### src/rtl/alu_div.sv
// Radix-2 restoring divider, one quotient bit per clock, signed or unsigned.
// Results are registered and presented with a one-cycle done pulse.
module alu_div #(
    parameter int WIDTH = 32
) (
    input  logic             clk,
    input  logic             rst,
    input  logic             start,
    input  logic             is_signed,
    input  logic [WIDTH-1:0] dividend,
    input  logic [WIDTH-1:0] divisor,
    output logic             busy,
    output logic             done,
    output logic [WIDTH-1:0] quotient,
    output logic [WIDTH-1:0] remainder,
    output logic             div_by_zero
);

    localparam int CW = (WIDTH > 2) ? $clog2(WIDTH) : 1;

    typedef enum logic [1:0] {
        IDLE = 2'd0,
        CALC = 2'd1,
        FIX  = 2'd2,
        DONE = 2'd3
    } state_t;

    state_t           state;
    logic [CW-1:0]    cnt;
    logic [WIDTH-1:0] rem_r;
    logic [WIDTH-1:0] quo_r;
    logic [WIDTH-1:0] dvs_mag;
    logic             dvd_neg;
    logic             q_neg;
    logic             dz_r;

    logic             dvd_sign_in;
    logic             dvs_sign_in;
    logic [WIDTH-1:0] dvd_mag_in;
    logic [WIDTH-1:0] dvs_mag_in;
    logic [WIDTH:0]   shifted;
    logic [WIDTH:0]   diff;
    logic             sub_ok;

    assign dvd_sign_in = is_signed & dividend[WIDTH-1];
    assign dvs_sign_in = is_signed & divisor[WIDTH-1];
    assign dvd_mag_in  = dvd_sign_in ? (~dividend + 1'b1) : dividend;
    assign dvs_mag_in  = dvs_sign_in ? (~divisor + 1'b1) : divisor;

    // quo_r starts as the dividend magnitude: its MSB feeds the partial
    // remainder while quotient bits fill in from the bottom.
    assign shifted = {rem_r, quo_r[WIDTH-1]};
    assign diff    = shifted - {1'b0, dvs_mag};
    // A set top bit means shifted exceeds any WIDTH-bit divisor; otherwise
    // the top bit of the difference is the borrow.
    assign sub_ok  = shifted[WIDTH] | ~diff[WIDTH];

    always_ff @(posedge clk or posedge rst) begin
        if (rst) begin
            state       <= IDLE;
            busy        <= 1'b0;
            done        <= 1'b0;
            cnt         <= '0;
            rem_r       <= '0;
            quo_r       <= '0;
            dvs_mag     <= '0;
            dvd_neg     <= 1'b0;
            q_neg       <= 1'b0;
            dz_r        <= 1'b0;
            quotient    <= '0;
            remainder   <= '0;
            div_by_zero <= 1'b0;
        end else begin
            case (state)
                IDLE: begin
                    done <= 1'b0;
                    if (start) begin
                        state   <= CALC;
                        busy    <= 1'b1;
                        cnt     <= CW'(WIDTH - 1);
                        rem_r   <= '0;
                        quo_r   <= dvd_mag_in;
                        dvs_mag <= dvs_mag_in;
                        dvd_neg <= dvd_sign_in;
                        q_neg   <= dvd_sign_in ^ dvs_sign_in;
                        dz_r    <= (divisor == '0);
                    end
                end
                CALC: begin
                    if (sub_ok) begin
                        rem_r <= diff[WIDTH-1:0];
                        quo_r <= {quo_r[WIDTH-2:0], 1'b1};
                    end else begin
                        rem_r <= shifted[WIDTH-1:0];
                        quo_r <= {quo_r[WIDTH-2:0], 1'b0};
                    end
                    if (cnt == '0) begin
                        state <= FIX;
                    end else begin
                        cnt <= cnt - CW'(1);
                    end
                end
                FIX: begin
                    // With a zero divisor every trial succeeds, so the remainder
                    // is the dividend magnitude and re-signing restores the dividend.
                    quotient    <= dz_r ? '1 : (q_neg ? (~quo_r + 1'b1) : quo_r);
                    remainder   <= dvd_neg ? (~rem_r + 1'b1) : rem_r;
                    div_by_zero <= dz_r;
                    done        <= 1'b1;
                    state       <= DONE;
                end
                DONE: begin
                    done  <= 1'b0;
                    busy  <= 1'b0;
                    state <= IDLE;
                end
                default: begin
                    state <= IDLE;
                    busy  <= 1'b0;
                    done  <= 1'b0;
                end
            endcase
        end
    end

endmodule

### config.mk
export PLATFORM = sky130hd
export DESIGN_NAME = alu_div
export DESIGN_NICKNAME = d
export VERILOG_FILES = /design/src/rtl/alu_div.sv
export SDC_FILE = /design/constraint.sdc
export NUM_CORES = 1
export LEC_CHECK = 0
export ABC_CLOCK_PERIOD_IN_PS = 5700
export CAP_MARGIN = 25
export CORE_AREA = 2 2 202 204
export DETAILED_ROUTE_END_ITERATION = 16
export DIE_AREA = 0 0 204 206
export PLACE_DENSITY = 0.58
export SLEW_MARGIN = 10
export SYNTH_ARGS = -nofsm -noshare
export SYNTH_HDL_FRONTEND = slang
export SYNTH_SLANG_ARGS = --single-unit
### constraint.sdc
create_clock -name clk -period 5.7 [get_ports clk]
set_input_delay 1.425 -clock clk [delete_from_list [all_inputs] [get_ports clk]]
set_output_delay 1.425 -clock clk [all_outputs]
set_load 0.01 [all_outputs]
==> impl_metrics.ini <==
[power]
p_leak_uw = 0.00564
power_uw = 8170
powerDensity_nw_per_um2 = 603
irDropWorstVdd_v = 0.000343

[clock_tree]
cts_root_buffer = clkbuf_16
cts_tree = done
cts_resized = 0
ctsLongestPathBuffers = 2
clk_pin_slew_ns = 0.07
holdBufCountCts = 0
insertion_delay_ns = 0.43
cts_inserted_buffers = 17
cts_sinks = 173
htree_levels = 4
cts_setup_buffers = 0

[sta]
slew_headroom_pct = 35.4
hold_viol = 0
period_share_pct = 72.0
clock-skew-final_ns = 0.0115
finalCriticalPeriod_ns = 4.10
final.setup.tns_ns = 0
tightest_slew_ns = 0.969
setup-violations-final = 0
slew_viol_final = 0
rsz0062_at_grt = false
max_freq_mhz = 244

[layout]
syn2layout_area_growth_pct = 22.8
fill_cells = 4191
fin_util_pct = 33.7
antenna_cells = 0
mostFrequentLayoutCells = 173 x dfrtp_1, 148 x o21ai_0, 145 x nand2_1, 134 x clkdlybuf4s50_1, 128 x a21oi_1
multi_input_area_um2 = 6280
design_area_um2 = 13600
seq_area_um2 = 4330
layout-drive-gt1-share_pct = 5.39
fin_nets = 1491
mostFrequentLayoutCell = dfrtp_1

[grt]
grt_use_total_pct = 14.2
grt-ovfl-total = 0
grt_pass1_wl_um = 47900
antenna_found_initial = 0
grt_pass1_vias = 9107
grt_max_degree = 146

[yosys]
ys_seq_area_share_pct = 39.2
synth_cell_type_count = 63
synth_area_um2 = 11000
synth_async_sr_flop_share_pct = 100
syn_area_per_cell_um2 = 8.64
yosysWarnings = 0
ys_ff_latch = 173
syn_inst = 1278
synthesis.nets = 1390
ys.flop_type = dfrtp_1
synth_edf_count = 0

[detailed_routing]
drt_iter0_drc = 544
drt-vias-per-instance = 4.80
wl_um = 28900
ant_nets = 0
wire_per_inst_um = 15.0
drcViolationCount = 0
drt_first_pass_iters = 5
num_vias = 9238

[worst_setup_path]
critPathTopFamily = simple AND/OR/NAND/NOR gates
end_kind = flop
cp.arrival_ns = 4.42
slowest_delay_ns = 0.46
start_kind = input pin
path_buf_inv = 1
cp.required_ns = 6.02
path_class = in2reg
path_max_fanout = 6
cp_cell_sequence = clkdlybuf4s50_1 -> or3_1 -> or3_1 -> nor4_1 -> and2_0 -> a21oi_1 -> a21oi_1 -> xor2_1 -> o21ai_0 -> mux2_2
slowest_stage = clkdlybuf4s50_1

[outcome]
run_status = complete, no violations

[die]
pin_count = 135
core-area_um2 = 40200
num_rows = 74
initial_core_util_pct = 27.5
die_w_um = 204
die_h_um = 206
dieArea_um2 = 42000

[flow_run]
drv_cap = 0

[placed_design]
dp_hpwl_um = 21400
place_congestion = 0.861
port_buffers = 134
placed_area_um2 = 12900

[min_path]
hp-class = reg2reg
-- worst paths after layout --
check | start | end | slack, ns | cells after the start
worst max-delay path | dividend[8] | quo_r[30] | 1.60 | 10
worst min-delay path | dvs_mag[18] | dvs_mag[18] | 0.48 | 2
worst max register to register | rem_r[0] | rem_r[17] | 1.62 | 13
worst min register to register | dvs_mag[18] | dvs_mag[18] | 0.48 | 2
max in group asynchronous | rst | state[1] | 3.03 | 3
min in group asynchronous | rst | quo_r[21] | 1.45 | 2
-- power breakdown --
| part | switching [uW] | total (uW) | internal, uW |
|---|---|---|---|
| Clock | 500 | 1180 | 682 |
| Combinational | 2520 | 4580 | 2060 |
| Sequential | 591 | 2410 | 1820 |
-- cell families after synthesis --
group | synth area share [%]
AO/OA/AOI/OAI | 20.8
XOR/XNOR | 11.6
adder cells (fa/ha/maj) | 5.06
buffers and inverters | 4.22
flip-flops | 39.2
multiplexers | 3.95
AND/OR/NAND/NOR | 15.2
-- cell type report --
cell class                 count  share of cell area, %
clock inverter                 9                  0.794
multi-input combinational    983                   46.4
timing repair buffer         145                   10.8
inverter                      59                   1.66
tap                          532                   4.91
clock buffer                  23                   3.53
sequential                   173                   31.9
-- sequential cells by signal, summed over array words and instances, names as in the netlist, 2 cells and up --
register and flops:
cnt 5, quo_r 32, rem_r 32, quotient 32
dvs_mag 32, state 2, remainder 32
-- worst min-delay path: stages (launching register included) --
cell	delay [ns]
dfrtp_1	0.34
nand2_1	0.05
o21ai_0	0.06
-- per-layer routing --
metal  vias to the layer above  wire [um]  GRT usage, %
li1                       4690          -             -
met4                         0        360          3.62
met2                       215      13100          22.9
met3                        19       1540          2.81
met5                         -          0             0
met1                      4314      14000          19.4
-- Yosys cell counts (4+ instances only) --
cell type  instances  share of area [%]
or4_4              4               0.41
o31ai_1           22                1.5
nor4_1            11               0.62
nand2b_1           9               0.51
or3_1              9               0.51
mux2i_1           30                2.7
xor2_1            97                7.7
clkbuf_1          56                1.9
o21a_1             4               0.27
a32oi_1           11               0.87
a21o_1            13               0.88
nor3_1            16               0.73
mux2_2            12                1.2
and3_1             6               0.34
nor2_1           115                3.9
nor2b_1           11               0.62
ha_1              43                4.9
nand2_1          146                5.0
dfrtp_1          173                 39
xnor2_1           49                3.9
inv_1             59                2.0
o211ai_1           5               0.34
o41ai_1           19                1.5
nand3_1            8               0.36
a31oi_1            6               0.34
or4_1              9               0.61
o21ai_0          148                6.7
nand4_1            5               0.28
buf_1              5               0.17
a21oi_1          128                5.8
-- metrics by stage --
| stage | instances | hold slack [ns] | setup slack (ns) |
|---|---|---|---|
| 2_1_floorplan | 1278 | 0.450 | 1.98 |
| 3_3_place_gp | 1889 | 0.461 | 1.27 |
| 3_5_place_dp | 1890 | 0.471 | 1.21 |
| 4_1_cts | 1922 | 0.486 | 1.62 |
| 5_1_grt | 1924 | 0.500 | 1.35 |
| 6_report | 1924 | 0.477 | 1.60 |
No activity file was read; power rests on OpenSTA's default activity.
